<file path="config.mk">
export PLATFORM = sky130hd
export DESIGN_NAME = iter_mult_unit
export DESIGN_NICKNAME = d
export VERILOG_FILES = /design/src/rtl/mult_pkg.sv /design/src/rtl/mult_step.sv /design/src/rtl/iter_mult_unit.sv
export SDC_FILE = /design/constraint.sdc
export NUM_CORES = 2
export LEC_CHECK = 0
export BUFFER_PORTS_ARGS = -buffer_cell sky130_fd_sc_hd__buf_2
export CAP_MARGIN = 30
export CORE_MARGIN = 2
export CORE_UTILIZATION = 30
export CTS_BUF_LIST = sky130_fd_sc_hd__clkbuf_2
export CTS_CLUSTER_DIAMETER = 50
export DETAILED_ROUTE_END_ITERATION = 10
export SLEW_MARGIN = 5
export SYNTH_ARGS = -nofsm -noshare
export SYNTH_HDL_FRONTEND = slang
export SYNTH_SLANG_ARGS = --single-unit
</file>
<file path="constraint.sdc">
create_clock -name clk -period 25.4 [get_ports clk]
set_input_delay 5.08 -clock clk [delete_from_list [all_inputs] [get_ports clk]]
set_output_delay 5.08 -clock clk [all_outputs]
set_load 0.01 [all_outputs]
</file>
<file path="src/rtl/mult_pkg.sv">
// Shared encodings and helpers for the iterative multiplier.
package mult_pkg;

  typedef enum logic [1:0] {
    MUL_LO  = 2'b00,
    MULH_SS = 2'b01,
    MULH_SU = 2'b10,
    MULH_UU = 2'b11
  } op_mode_e;

  typedef enum logic [1:0] {
    IDLE = 2'b00,
    BUSY = 2'b01,
    DONE = 2'b10
  } state_e;

  // Ceiling log2, used for elaboration-time counter widths.
  function automatic int unsigned clog2(input int unsigned v);
    int unsigned r;
    r = 0;
    while ((64'd1 << r) < 64'(v)) r++;
    return r;
  endfunction

endpackage

</file>
<file path="src/rtl/mult_step.sv">
// One shift-add iteration: acc + (mcand << shift) * slice.
module mult_step #(
  parameter int unsigned DATA_W         = 64,
  parameter int unsigned BITS_PER_CYCLE = 1,
  parameter int unsigned SH_W           = 7
) (
  input  logic [2*DATA_W-1:0]       acc_i,
  input  logic [DATA_W-1:0]         mcand_i,
  input  logic [BITS_PER_CYCLE-1:0] slice_i,
  input  logic [SH_W-1:0]           shift_i,
  output logic [2*DATA_W-1:0]       acc_o
);
  localparam int unsigned AW = 2 * DATA_W;

  logic [AW-1:0] partial;

  always_comb begin
    partial = AW'(mcand_i) * AW'(slice_i);
    acc_o   = acc_i + (partial << shift_i);
  end

endmodule

</file>
<file path="src/rtl/iter_mult_unit.sv">
// Multi-cycle RV64M multiplier (MUL/MULH/MULHSU/MULHU) for the EX stage.
module iter_mult_unit
  import mult_pkg::*;
#(
  parameter int unsigned DATA_W         = 64,
  parameter int unsigned BITS_PER_CYCLE = 1,
  parameter int unsigned TAG_W          = 5
) (
  input  logic              clk,
  input  logic              arst_n,
  input  logic              enable,
  input  logic              flush,
  input  logic              start,
  input  logic [1:0]        op_mode,
  input  logic [DATA_W-1:0] op_a,
  input  logic [DATA_W-1:0] op_b,
  input  logic [TAG_W-1:0]  tag_in,
  output logic              busy,
  output logic              stall,
  output logic              done,
  output logic [DATA_W-1:0] result,
  output logic [TAG_W-1:0]  tag_out
);
  localparam int unsigned N     = DATA_W / BITS_PER_CYCLE;
  localparam int unsigned AW    = 2 * DATA_W;
  localparam int unsigned CNT_W = clog2(N + 1);
  localparam int unsigned SH_W  = clog2(AW);

  state_e             state_q,  state_d;
  op_mode_e           mode_q,   mode_d;
  logic [TAG_W-1:0]   tag_q,    tag_d;
  logic [DATA_W-1:0]  mcand_q,  mcand_d;
  logic [DATA_W-1:0]  mplier_q, mplier_d;
  logic               neg_q,    neg_d;
  logic [AW-1:0]      acc_q,    acc_d;
  logic [CNT_W-1:0]   count_q,  count_d;
  logic [SH_W-1:0]    shift_q,  shift_d;
  logic [DATA_W-1:0]  result_q, result_d;
  logic               done_q,   done_d;
  logic               busy_q,   busy_d;

  logic [AW-1:0]      step_acc;
  logic [AW-1:0]      product;
  op_mode_e           req_mode;
  logic               a_neg;
  logic               b_neg;

  mult_step #(
    .DATA_W         (DATA_W),
    .BITS_PER_CYCLE (BITS_PER_CYCLE),
    .SH_W           (SH_W)
  ) u_step (
    .acc_i   (acc_q),
    .mcand_i (mcand_q),
    .slice_i (mplier_q[BITS_PER_CYCLE-1:0]),
    .shift_i (shift_q),
    .acc_o   (step_acc)
  );

  // Next-state: accept in IDLE/DONE, iterate in BUSY, flush overrides all.
  always_comb begin
    state_d  = state_q;
    mode_d   = mode_q;
    tag_d    = tag_q;
    mcand_d  = mcand_q;
    mplier_d = mplier_q;
    neg_d    = neg_q;
    acc_d    = acc_q;
    count_d  = count_q;
    shift_d  = shift_q;
    result_d = result_q;
    done_d   = 1'b0;
    product  = '0;
    req_mode = op_mode_e'(op_mode);
    a_neg    = (req_mode == MULH_SS || req_mode == MULH_SU) && op_a[DATA_W-1];
    b_neg    = (req_mode == MULH_SS) && op_b[DATA_W-1];

    if (flush) begin
      state_d = IDLE;
    end else begin
      case (state_q)
        IDLE, DONE: begin
          if (state_q == DONE) state_d = IDLE;
          if (start) begin
            mode_d   = req_mode;
            tag_d    = tag_in;
            mcand_d  = a_neg ? (-op_a) : op_a;
            mplier_d = b_neg ? (-op_b) : op_b;
            neg_d    = a_neg ^ b_neg;
            acc_d    = '0;
            count_d  = '0;
            shift_d  = '0;
            // A zero operand needs no iterations.
            if (op_a == '0 || op_b == '0) begin
              state_d  = DONE;
              result_d = '0;
              done_d   = 1'b1;
            end else begin
              state_d = BUSY;
            end
          end
        end
        BUSY: begin
          acc_d    = step_acc;
          mplier_d = mplier_q >> BITS_PER_CYCLE;
          count_d  = count_q + CNT_W'(1);
          shift_d  = shift_q + SH_W'(BITS_PER_CYCLE);
          if (count_q == CNT_W'(N - 1)) begin
            product  = neg_q ? (-step_acc) : step_acc;
            result_d = (mode_q == MUL_LO) ? product[DATA_W-1:0] : product[AW-1:DATA_W];
            state_d  = DONE;
            done_d   = 1'b1;
          end
        end
        default: state_d = IDLE;
      endcase
    end

    busy_d = (state_d == BUSY);
  end

  // Flush must act even while the unit is frozen by enable.
  always_ff @(posedge clk) begin
    if (!arst_n) begin
      state_q  <= IDLE;
      mode_q   <= MUL_LO;
      tag_q    <= '0;
      mcand_q  <= '0;
      mplier_q <= '0;
      neg_q    <= 1'b0;
      acc_q    <= '0;
      count_q  <= '0;
      shift_q  <= '0;
      result_q <= '0;
      done_q   <= 1'b0;
      busy_q   <= 1'b0;
    end else if (flush || enable) begin
      state_q  <= state_d;
      mode_q   <= mode_d;
      tag_q    <= tag_d;
      mcand_q  <= mcand_d;
      mplier_q <= mplier_d;
      neg_q    <= neg_d;
      acc_q    <= acc_d;
      count_q  <= count_d;
      shift_q  <= shift_d;
      result_q <= result_d;
      done_q   <= done_d;
      busy_q   <= busy_d;
    end
  end

  assign busy    = busy_q;
  assign done    = done_q;
  assign result  = result_q;
  assign tag_out = tag_q;
  assign stall   = busy_q | (start & ~busy_q);

endmodule

</file>
# Yosys cells after proc, flatten, opt, wreduce, memory -nomap -nowiden
# Index checks and enable logic that the tools add are counted.
[totals] regBits=346 inputBits=140 output_inout_bits=72 word_cells=74
[classes] n_addsub=6 n_mul=1 n_eq_ne=9 n_shift=1 n_mux=26 bitwise_logic=5 n_reduce_logical=14
[ops] cell="$mux 64" count=7
[ops] cell="$mux 128" count=2
[ops] cell="$pmux 128 s2" count=1
[ops] cell="$pmux 64 s2" count=2
[ops] cell="$add 128x128->128" count=1
[ops] cell="$logic_not 64->1" count=2
[ops] cell="$neg 128->128" count=1
[ops] cell="$neg 64->64" count=2
[ops] cell="$shl 65x7->128" count=1
[ops] cell="$mul 64x1->65" count=1
[ops] cell="$pmux 7 s2" count=2
[ops] cell="$add 7x1->7 const B" count=2
[ops] cell="$mux 2" count=5
[ops] cell="$reduce_and 4->1" count=2
[ops] cell="$eq 7x6->1 const B" count=1
[ops] cell="$mux 7" count=1
[ops] cell="$eq 2x1->1 const B" count=3
[ops] cell="$ne 2x2->1 const B" count=3
[ops] cell="$reduce_and 6->1" count=1
[ops] cell="$eq 2x2->1 const B" count=2
[ops] cell="$logic_not 2->1" count=2
[ops] cell="$mux 1" count=4
[ops] cell="$pmux 2 s2" count=1
[ops] cell="$logic_or 1x1->1" count=3
[ops] cell="other kinds (8)" count=10

# Depth between registers and ports, before layout
[depth] depth_word=8 ltp_mapped=34 depth_no_buf=27

# Cells and area by module
# From an unflattened synthesis, not the netlist that was laid out.
[hier_totals] hier_cells=4816 area_unflattened_um2=34102.7
[modules_own_cells] module="iter_mult_unit" instances=1 cells_each=2633 area_per_inst_um2=20433.3 seq_area_each_um2=6926.6
[modules_own_cells] module="mult_step" instances=1 cells_each=2183 area_per_inst_um2=13669.4 seq_area_each_um2=0.0

# Least setup slack after synthesis
# OpenSTA, ideal clock, no wires.
[synth_timing] path_type="input-to-output" startpoint="input start" endpoint="output stall" arrival_ns=5.368 required_ns=20.320 setup_slack_ns=14.952 cell_stages=1 path_buffers=0 cell_sequence="or2_2"
[synth_via] elab_chain_cells=2
[synth_rtl] item="start: declaration" line="iter_mult_unit.sv:13" rtl="input logic start,"
[synth_rtl] item="$and 1x1->1" line="iter_mult_unit.sv:157" rtl="assign stall = busy_q | (start & ~busy_q);"
[synth_rtl] item="$or 1x1->1" line="iter_mult_unit.sv:157"
[synth_rtl] item="end: declaration" line="iter_mult_unit.sv:19" rtl="output logic stall,"
# Every way passes these cells.

# Worst setup path in the final report
# Ends and elaborated chain as after synthesis.

==> summary.md <==
| Metric | Value |
|---|---|
| CP endpoint kind | `output pin` |
| Final Max Slew Viols | `0` |
| Die W | `346 um` |
| Fmax | `0.0936 GHz` |
| Post-route clock period utilization | `between 40 and 50%` |
| Main synth FF type | `dfxtp_1` |
| Clk_skew | `0.146 ns` |
| Dpl hpwl | `158000 um` |
| DR vias | `41600` |
| Area Growth Syn to Fin | `10.2%` |
| Vias in the first global route | `37800` |
| Port-buffer cells | `211` |
| Netlist cell types | `100` |
| TNS Setup | `0 ns` |
| Final hold viol count | `0` |
| RSZ-0062 raised after global routing | `no` |
| Synth Register Bits | `346` |
| DR WL/cell | `29.3 um` |
| Seq/Total Area, Yosys | `19.7%` |
| Power Total | `0.00122 W` |
| Clock Sink Count | `346` |
| Starting density of the core | `a little under a third` |
| Worst VDD drop | `0.0304 mV` |
| Max-cap violations | `0` |
| Clock root cell | `clkbuf_2` |
| Min cycle time layout | `~11 ns` |
| Nets@finish | `5353` |
| Net Count, Synth | `5279` |
| 1st-pass router iterations | `7` |
| Die height | `346 um` |
| WL final | `196000 um` |
| ANT nets after route | `0` |
| Remaining Overflow, GRT | `0` |
| Most frequent cells in the layout | `nor2_1 (662), nand2_1 (537), a21oi_1 (480)` |
| Area of the mapped netlist | `35200 um^2` |
| Worst min-delay path class | `reg2reg` |
| Core area | `116000 um^2` |
| Gr usage total | `31.3%` |
| H-Tree Depth | `3` |
| Via density | `between 6 and 7` |
| Mapped Cells | `5005` |
| Most common cell after layout, fill and taps aside | `nor2_1` |
| CP required | `20.32 ns` |
| Max Root-Sink Buffers | `3` |
| Pwr Density | `31.6 nW/um^2` |
| EDFF count, synth | `0` |
| # setup viols final | `0` |
| Slew @ Worst Pin | `1.11 ns` |
| Antenna violations before repair | `28` |
| Worst-path clk slew | `0.08 ns` |
| Pin count of the biggest net entering global routing | `roughly 170` |
| Post-CTS sizing | `0` |
| DR DRC count | `0` |
| IO Pins | `212` |
| Ys Warns | `0` |
| Hold buffers post-CTS | `0` |
| Mean Syn Cell Area | `around 7 um^2` |
| Global-route wire length before repair | `approximately 280000 um` |
| Pleak | `14.3 nW` |
| Row count | `125` |
| RD Place Congestion | `1.09` |
| Slew Limit Headroom | `between 20% and 30%` |
| Starting DRT DRC Count | `5132` |
| Die footprint | `120000 um^2` |
| CP Class | `in2out` |
| CTS tree | `yes` |
| CP Max Fanout | `4` |
| Num CTS Buffers | `105` |
| Layout cells sized above 1 | `13.0%` |
| Startpoint type of the worst setup path | `input port` |
| Clk Latency, worst-skew pair | `1.48 ns` |
| Post CTS Setup Buffer Count | `0` |
| Post-layout util | `roughly 33%` |
| Async S/R FF share, synth | `0%` |
| CP arrival | `~5.6 ns` |
| Outcome | `completed` |
-- cells in the mapped netlist, types with 34 or more instances --
master,number,area share (%)
nor2_1,665,7.1
nand2_1,537,5.7
a21oi_1,480,6.8
o21ai_0,364,5.2
dfxtp_1,346,20
clkbuf_1,309,3.3
a22oi_1,204,4.4
xnor2_1,155,3.9
nand3_1,140,2.0
ha_1,133,4.7
nand4_1,119,2.1
nor3_1,119,1.7
xor2_1,113,2.8
mux2i_1,103,2.9
a211oi_1,83,1.8
or3_1,63,1.1
o31ai_1,61,1.3
inv_1,59,0.63
mux4_2,58,3.7
nor4_1,56,1.0
o22ai_1,54,0.96
and2_1,50,0.89
a31oi_1,48,0.85
buf_1,43,0.46
a21o_1,40,0.85
a22o_1,34,0.85
o211ai_1,34,0.73
-- metrics by stage --
step / instance area, um^2 / std cells / setup WS (ns) / hold slack, ns
floorplan: 35200 / 5005 / 14.95 / 0.431
global placement: 37700 / 6481 / 14.71 / 0.436
detailed placement: 37700 / 6490 / 14.72 / 0.429
CTS: 38600 / 6665 / 14.71 / 0.447
global route: 38700 / 6681 / 14.47 / 0.458
finish: 38700 / 6685 / 14.71 / 0.448
-- registers in the layout (all words and copies together) (netlist names), 2 cells and up --
register / cells
mode_q: 2
state_q: 2
acc_q: 128
count_q: 7
shift_q: 7
tag_out: 5
result: 64
mplier_q: 64
mcand_q: 64
-- logic make-up after synthesis --
kind of cell	Yosys count	synth area share, %
AOI/OAI and AO/OA	1690	30.7
xor gates and xnor gates	268	6.67
adders and majority gates	134	4.79
buffers and inverters	432	4.72
DFF	346	19.7
muxes	178	7.19
and+or+nand+nor	1957	26.2
-- critical path, cell delays in order --
cell and delay (ns):
buf_2 0.12, or2_2 0.27, buf_2 0.14
-- layout make-up --
cell class	instances	area (um^2)
Inverter	63	244
Multi-Input combinational cell	4227	26700
Timing Repair Buffer	336	2040
Tap cell	1524	1910
Sequential cell	346	6950
Clock inverter	26	149
Fill cell	12900	77500
Clock buffer	149	746
Antenna cell	14	35.0
-- power by group --
group / total (W) / switching [W] / leakage (nW) / internal [W]
combinational: 0.000196 / 0.000131 / 10.8 / 0.0000649
clock: 0.000465 / 0.000295 / 0.685 / 0.000170
sequential: 0.000563 / 0.0000118 / 2.80 / 0.000551
-- path summary, 6_finish.rpt --
path / startpoint / endpoint / depth (start not counted) / slack, ns
worst max-delay path: start / stall / 3 / 14.71
worst max register to register: shift_q[0] / result[31] / 24 / 14.84
worst min-delay path: result[39] / result[39] / 2 / 0.45
worst min register to register: result[39] / result[39] / 2 / 0.45
-- routing by layer --
metal | up-vias | GRT usage, % | share of wire (%)
met3 | 476 | 8.71 | 11
met4 | 22 | 18.8 | 7.0
met1 | 19800 | 40.5 | 41
met5 | - | 0 | 0.072
li1 | 18900 | - | -
met2 | 2390 | 45.9 | 41
No activity file was read; power rests on OpenSTA's default activity.
